==> config.mk <==
export PLATFORM = sky130hd
export DESIGN_NAME = dvd_motion_ctrl
export DESIGN_NICKNAME = d
export VERILOG_FILES = /design/src/rtl/dvd_motion_ctrl.sv
export SDC_FILE = /design/constraint.sdc
export NUM_CORES = 1
export LEC_CHECK = 0
export BUFFER_PORTS_ARGS = -buffer_cell sky130_fd_sc_hd__buf_2
export CAP_MARGIN = 5
export CORE_UTILIZATION = 45
export DETAILED_ROUTE_END_ITERATION = 8
export PLACE_DENSITY = 0.76
export SKIP_CTS_REPAIR_TIMING = 1
export SLEW_MARGIN = 20
export SYNTH_ARGS = -nofsm -noshare
export SYNTH_HDL_FRONTEND = slang
export SYNTH_SLANG_ARGS = --single-unit
==> constraint.sdc <==
create_clock -name clk -period 3.8 [get_ports clk]
set_input_delay 0.19 -clock clk [delete_from_list [all_inputs] [get_ports clk]]
set_output_delay 0.19 -clock clk [all_outputs]
set_load 0.05 [all_outputs]
==> src/rtl/dvd_motion_ctrl.sv <==
// dvd_motion_ctrl
// Frame-synchronous motion scheduler for the one-pixel bouncing logo.
// It turns the vsync level into one-cycle frame ticks and decides which
// frames move the logo, honouring the speed, pause and single-step controls.
// It then applies the bounce rules against X_MAX/Y_MAX and reports
// bounce/corner events, a colour index and a corner-hit count.
//
// Ports:
//   clk         system/pixel clock
//   rst_n       synchronous, active-low reset
//   vsync       vertical sync level (same clock domain)
//   dir_init    {x,y} initial directions, sampled while rst_n=0 (1 = increasing)
//   speed       frames per step minus one
//   pause       suppress automatic moves
//   step_req    one-cycle request for a single move while paused
//   pos_x/pos_y current logo cell
//   dir_x/dir_y current direction per axis
//   frame_tick  one-cycle pulse per vsync rising edge
//   bounce      one-cycle pulse: at least one axis reversed on this move
//   corner      one-cycle pulse: both axes reversed on the same move
//   color_idx   colour selector, advances once per bouncing move
//   corner_cnt  corner hit counter, wraps
module dvd_motion_ctrl #(
  parameter int X_W    = 5,
  parameter int Y_W    = 4,
  parameter int X_MAX  = 19,
  parameter int Y_MAX  = 14,
  parameter int Y_INIT = 1
) (
  input  logic           clk,
  input  logic           rst_n,
  input  logic           vsync,
  input  logic [1:0]     dir_init,
  input  logic [1:0]     speed,
  input  logic           pause,
  input  logic           step_req,
  output logic [X_W-1:0] pos_x,
  output logic [Y_W-1:0] pos_y,
  output logic           dir_x,
  output logic           dir_y,
  output logic           frame_tick,
  output logic           bounce,
  output logic           corner,
  output logic [2:0]     color_idx,
  output logic [7:0]     corner_cnt
);

  localparam logic [X_W-1:0] X_LAST = X_W'(X_MAX);
  localparam logic [Y_W-1:0] Y_LAST = Y_W'(Y_MAX);
  localparam logic [Y_W-1:0] Y_START = Y_W'(Y_INIT);
  localparam logic [X_W-1:0] X_ONE = X_W'(1);
  localparam logic [Y_W-1:0] Y_ONE = Y_W'(1);

  typedef enum logic [1:0] {
    RUN  = 2'd0,
    HOLD = 2'd1,
    STEP = 2'd2
  } state_t;

  state_t         state;
  state_t         state_next;
  logic           vsync_q;
  logic [1:0]     fcnt;
  logic [1:0]     fcnt_next;
  logic           move;
  logic           rev_x;
  logic           rev_y;
  logic [X_W-1:0] pos_x_next;
  logic [Y_W-1:0] pos_y_next;

  // FSM state register
  always_ff @(posedge clk) begin
    if (!rst_n) begin
      state <= RUN;
    end else begin
      state <= state_next;
    end
  end

  // Next state, frame-count update and move decision. A move only ever
  // happens on a frame tick; pause wins over a pending step, and any return
  // to RUN restarts the frame count so scheduling resumes cleanly.
  always_comb begin
    state_next = state;
    fcnt_next  = fcnt;
    move       = 1'b0;
    case (state)
      RUN: begin
        if (pause) begin
          state_next = HOLD;
        end else if (frame_tick) begin
          if (fcnt >= speed) begin
            move      = 1'b1;
            fcnt_next = 2'd0;
          end else begin
            fcnt_next = fcnt + 2'd1;
          end
        end
      end
      HOLD: begin
        if (!pause) begin
          state_next = RUN;
          fcnt_next  = 2'd0;
        end else if (step_req) begin
          state_next = STEP;
        end
      end
      STEP: begin
        if (!pause) begin
          state_next = RUN;
          fcnt_next  = 2'd0;
        end else if (frame_tick) begin
          move       = 1'b1;
          state_next = HOLD;
        end
      end
      default: begin
        state_next = RUN;
        fcnt_next  = 2'd0;
      end
    endcase
  end

  // Per-axis bounce rule: hitting a wall reverses direction and spends the
  // step, so the position never leaves [0, MAX].
  always_comb begin
    rev_x = dir_x ? (pos_x == X_LAST) : (pos_x == '0);
    rev_y = dir_y ? (pos_y == Y_LAST) : (pos_y == '0);

    pos_x_next = pos_x;
    if (!rev_x) begin
      pos_x_next = dir_x ? (pos_x + X_ONE) : (pos_x - X_ONE);
    end

    pos_y_next = pos_y;
    if (!rev_y) begin
      pos_y_next = dir_y ? (pos_y + Y_ONE) : (pos_y - Y_ONE);
    end
  end

  // Edge detect and motion datapath. vsync_q resets high so a vsync that is
  // already asserted at reset release does not produce a spurious tick.
  always_ff @(posedge clk) begin
    if (!rst_n) begin
      vsync_q    <= 1'b1;
      frame_tick <= 1'b0;
      fcnt       <= 2'd0;
      pos_x      <= '0;
      pos_y      <= Y_START;
      dir_x      <= dir_init[1];
      dir_y      <= dir_init[0];
      bounce     <= 1'b0;
      corner     <= 1'b0;
      color_idx  <= 3'd0;
      corner_cnt <= 8'd0;
    end else begin
      vsync_q    <= vsync;
      frame_tick <= vsync & ~vsync_q;
      fcnt       <= fcnt_next;
      bounce     <= move & (rev_x | rev_y);
      corner     <= move & rev_x & rev_y;
      if (move) begin
        pos_x <= pos_x_next;
        pos_y <= pos_y_next;
        dir_x <= dir_x ^ rev_x;
        dir_y <= dir_y ^ rev_y;
        if (rev_x | rev_y) begin
          color_idx <= color_idx + 3'd1;
        end
        if (rev_x & rev_y) begin
          corner_cnt <= corner_cnt + 8'd1;
        end
      end
    end
  end

endmodule
==> flow_summary.json <==
{
  "vdd_drop_max_mv": 0.2368,
  "critPathMaxStageDelay_ns": 0.60,
  "insertion_delay_ns": 0.33,
  "grt_antenna_before_repair": 0,
  "cp-startpoint": "pos_x[0]",
  "coreArea_sq_mm": 0.003363,
  "r2r_start": "pos_x[0]",
  "clk_pin_slew_ns": 0.09,
  "fmax_mhz": 377.9,
  "slew-limit-headroom": 0.3554,
  "reg2reg_setup_slack_ns": 1.15,
  "grt_pass1_vias": 1137,
  "clock_path_buffers": 2,
  "wl_met1_mm": 1.468,
  "worstHoldStart": "vsync",
  "syn_inst": 179,
  "crit_type": "reg2reg",
  "dr_wl_met2_mm": 1.320,
  "synth-edff-count": 2,
  "grt_start_max_net_pins": 24,
  "tightest_slew_ns": 0.9648,
  "syn_area_sq_mm": 0.001602,
  "gr-total-overflow": 0,
  "nets": 239,
  "drive_gt1_frac": 0.2130,
  "first_iter_violations": 69,
  "start_kind": "flip-flop",
  "pwr_density_cell_mw_per_mm2": 334.8,
  "seq_area_frac_synth": 0.3875,
  "final-max-slew-violation-count": 0,
  "yosys.area.top_type": "dfxtp_1",
  "yosysTopAreaCellShare": 0.3500,
  "drv_cap": 0,
  "period_minus_slack_ns": 2.646,
  "port_buffers": 33,
  "route.met3.wl_um": 134,
  "grt_use_total": 0.1779,
  "drt_wl_total_mm": 2.964,
  "fp.dieArea_sq_mm": 0.003801,
  "fin_util": 0.5554,
  "crit_top_cell": "or4_1",
  "area_delta_synth_final_pct": 16.64,
  "drc": 0,
  "gp_congestion": 0.7478,
  "pin_count": 34,
  "synth_flop_cell": "dfxtp_1",
  "firstDrtPassIters": 4,
  "synthTopCellsByArea": "dfxtp_1 35%, ha_1 10%, a21oi_1 5.9%, xnor2_1 4.9%, o21ai_0 3.8%",
  "cts_tree": "built",
  "die_w_um": 61.66,
  "grt_first_pass_wirelength_mm": 4.864,
  "slowest_stage": "or4_4",
  "antenna_left": 0,
  "cellLeakagePower_nw": 0.8292,
  "die_h_um": 61.66,
  "clock-root-buffer": "clkbuf_4",
  "syn_avg_cell_area_sq_um": 8.947,
  "yosys-top-cells-count": "28 x dfxtp_1, 19 x a21oi_1, 16 x nand2_1, 16 x nor2_1, 13 x ha_1",
  "synth_seq_cells": 30,
  "clock_sinks": 30,
  "rows": 21,
  "cts_buffers": 5,
  "finalCritPeriodShare": 0.6964,
  "required_ns": 4.06,
  "crit_path_end_kind": "flip-flop",
  "crit_fanout": 15,
  "synth_nets": 203,
  "ys_async_sr_fraction": 0,
  "yosysWarnings": 0,
  "routedWlPerCell_um": 11.31,
  "synth_most_common_cell": "dfxtp_1",
  "outcome": "complete, no violations",
  "vias_per_cell": 5.198,
  "dp_hpwl_mm": 2.139,
  "fillers": 332,
  "finalHoldViolCount": 0,
  "vias": 1362,
  "hp-class": "in2reg",
  "h-tree-depth": 2,
  "cp_cell_sequence": "or4_1, a211o_1, or4_4, or4_1, a21oi_1",
  "start_util": 0.4762,
  "n_antenna_cell": 0,
  "arrival_ns": 2.90,
  "synth.distinct_cells": 34,
  "skew_ns": 0.007443,
  "rsz0062_at_grt": "no",
  "top_layer": "met4",
  "setup_tns_ns": 0,
  "setup_viol": 0
}
## cells by family after synthesis
kind of cell / after synthesis / share of synthesized area
AND/OR/NAND/NOR: 58 / 0.1852
buffers and inverters: 13 / 0.03125
AO/OA/AOI/OAI: 48 / 0.1820
flip-flops: 30 / 0.3875
adder cells (fa/ha/maj): 15 / 0.1266
XOR/XNOR: 10 / 0.05469
multiplexers: 5 / 0.03281
## cells in the final DEF, fill, tap and decap left out, drive strengths merged, types with 3 or more instances in the layout
master,instances
a211oi,3
or3,4
o31ai,4
inv,9
or4,8
buf,33
ha,13
nand2,16
mux2i,3
xnor2,9
clkbuf,7
dfxtp,28
a21oi,19
a21o,4
nor2,16
o21ai,12
## layout make-up
cell class                      count  area [sq um]  share of cell area
Inverter                            9         33.78             0.01808
Clock buffer                        7         55.05             0.02947
Tap cell                           46         57.56             0.03081
Timing Repair Buffer               33         165.2             0.08841
Sequential cell                    30         620.6              0.3322
Multi-Input combinational cell    136         930.9              0.4983
Clock inverter                      1         5.005            0.002679
## report_power, final
group,switching (mW),internal [mW]
combinational,0.0573,0.0387
clock,0.107,0.0895
sequential,0.00730,0.326
total,0.171,0.454
## path summary, 6_finish.rpt
path / to / cells after the start
max: corner_cnt[5] / 5
min: vsync_q / 2
max reg2reg: corner_cnt[5] / 5
min reg2reg: frame_tick / 1
## state kept, by name, summed over array words and instances, names as in the netlist
signal      cells
dir_x           1
vsync_q         1
frame_tick      1
pos_x           5
corner          1
bounce          1
corner_cnt      8
dir_y           1
color_idx       3
pos_y           4
state           2
fcnt            2
## through the flow
step | area, sq um | instances | worst slack, ns | hold WS (ns) | total power [mW]
2_1_floorplan | 1602 | 179 | 1.181 | 0.2630 | 0.4157
3_3_place_gp | 1808 | 254 | 1.249 | 0.3782 | 0.4349
3_5_place_dp | 1808 | 254 | 1.199 | 0.3749 | 0.4375
4_1_cts | 1868 | 262 | 1.174 | 0.04599 | 0.6328
5_1_grt | 1868 | 262 | 1.050 | 0.02411 | 0.6668
6_report | 1868 | 262 | 1.154 | 0.05526 | 0.6255
## metal layers
layer  track usage  up-vias
met2        0.2704       24
met5             0        -
met4       0.07302        0
met3       0.07143        5
met1        0.2248      614
li1              -      719
## worst max-delay path, delay by kind of cell (launching register included)
family             cells  cell delay, ns
and+or+nand+nor        3            1.66
AOI/OAI and AO/OA      2            0.52
DFF                    1            0.39
(Power assumes the default switching activity.)
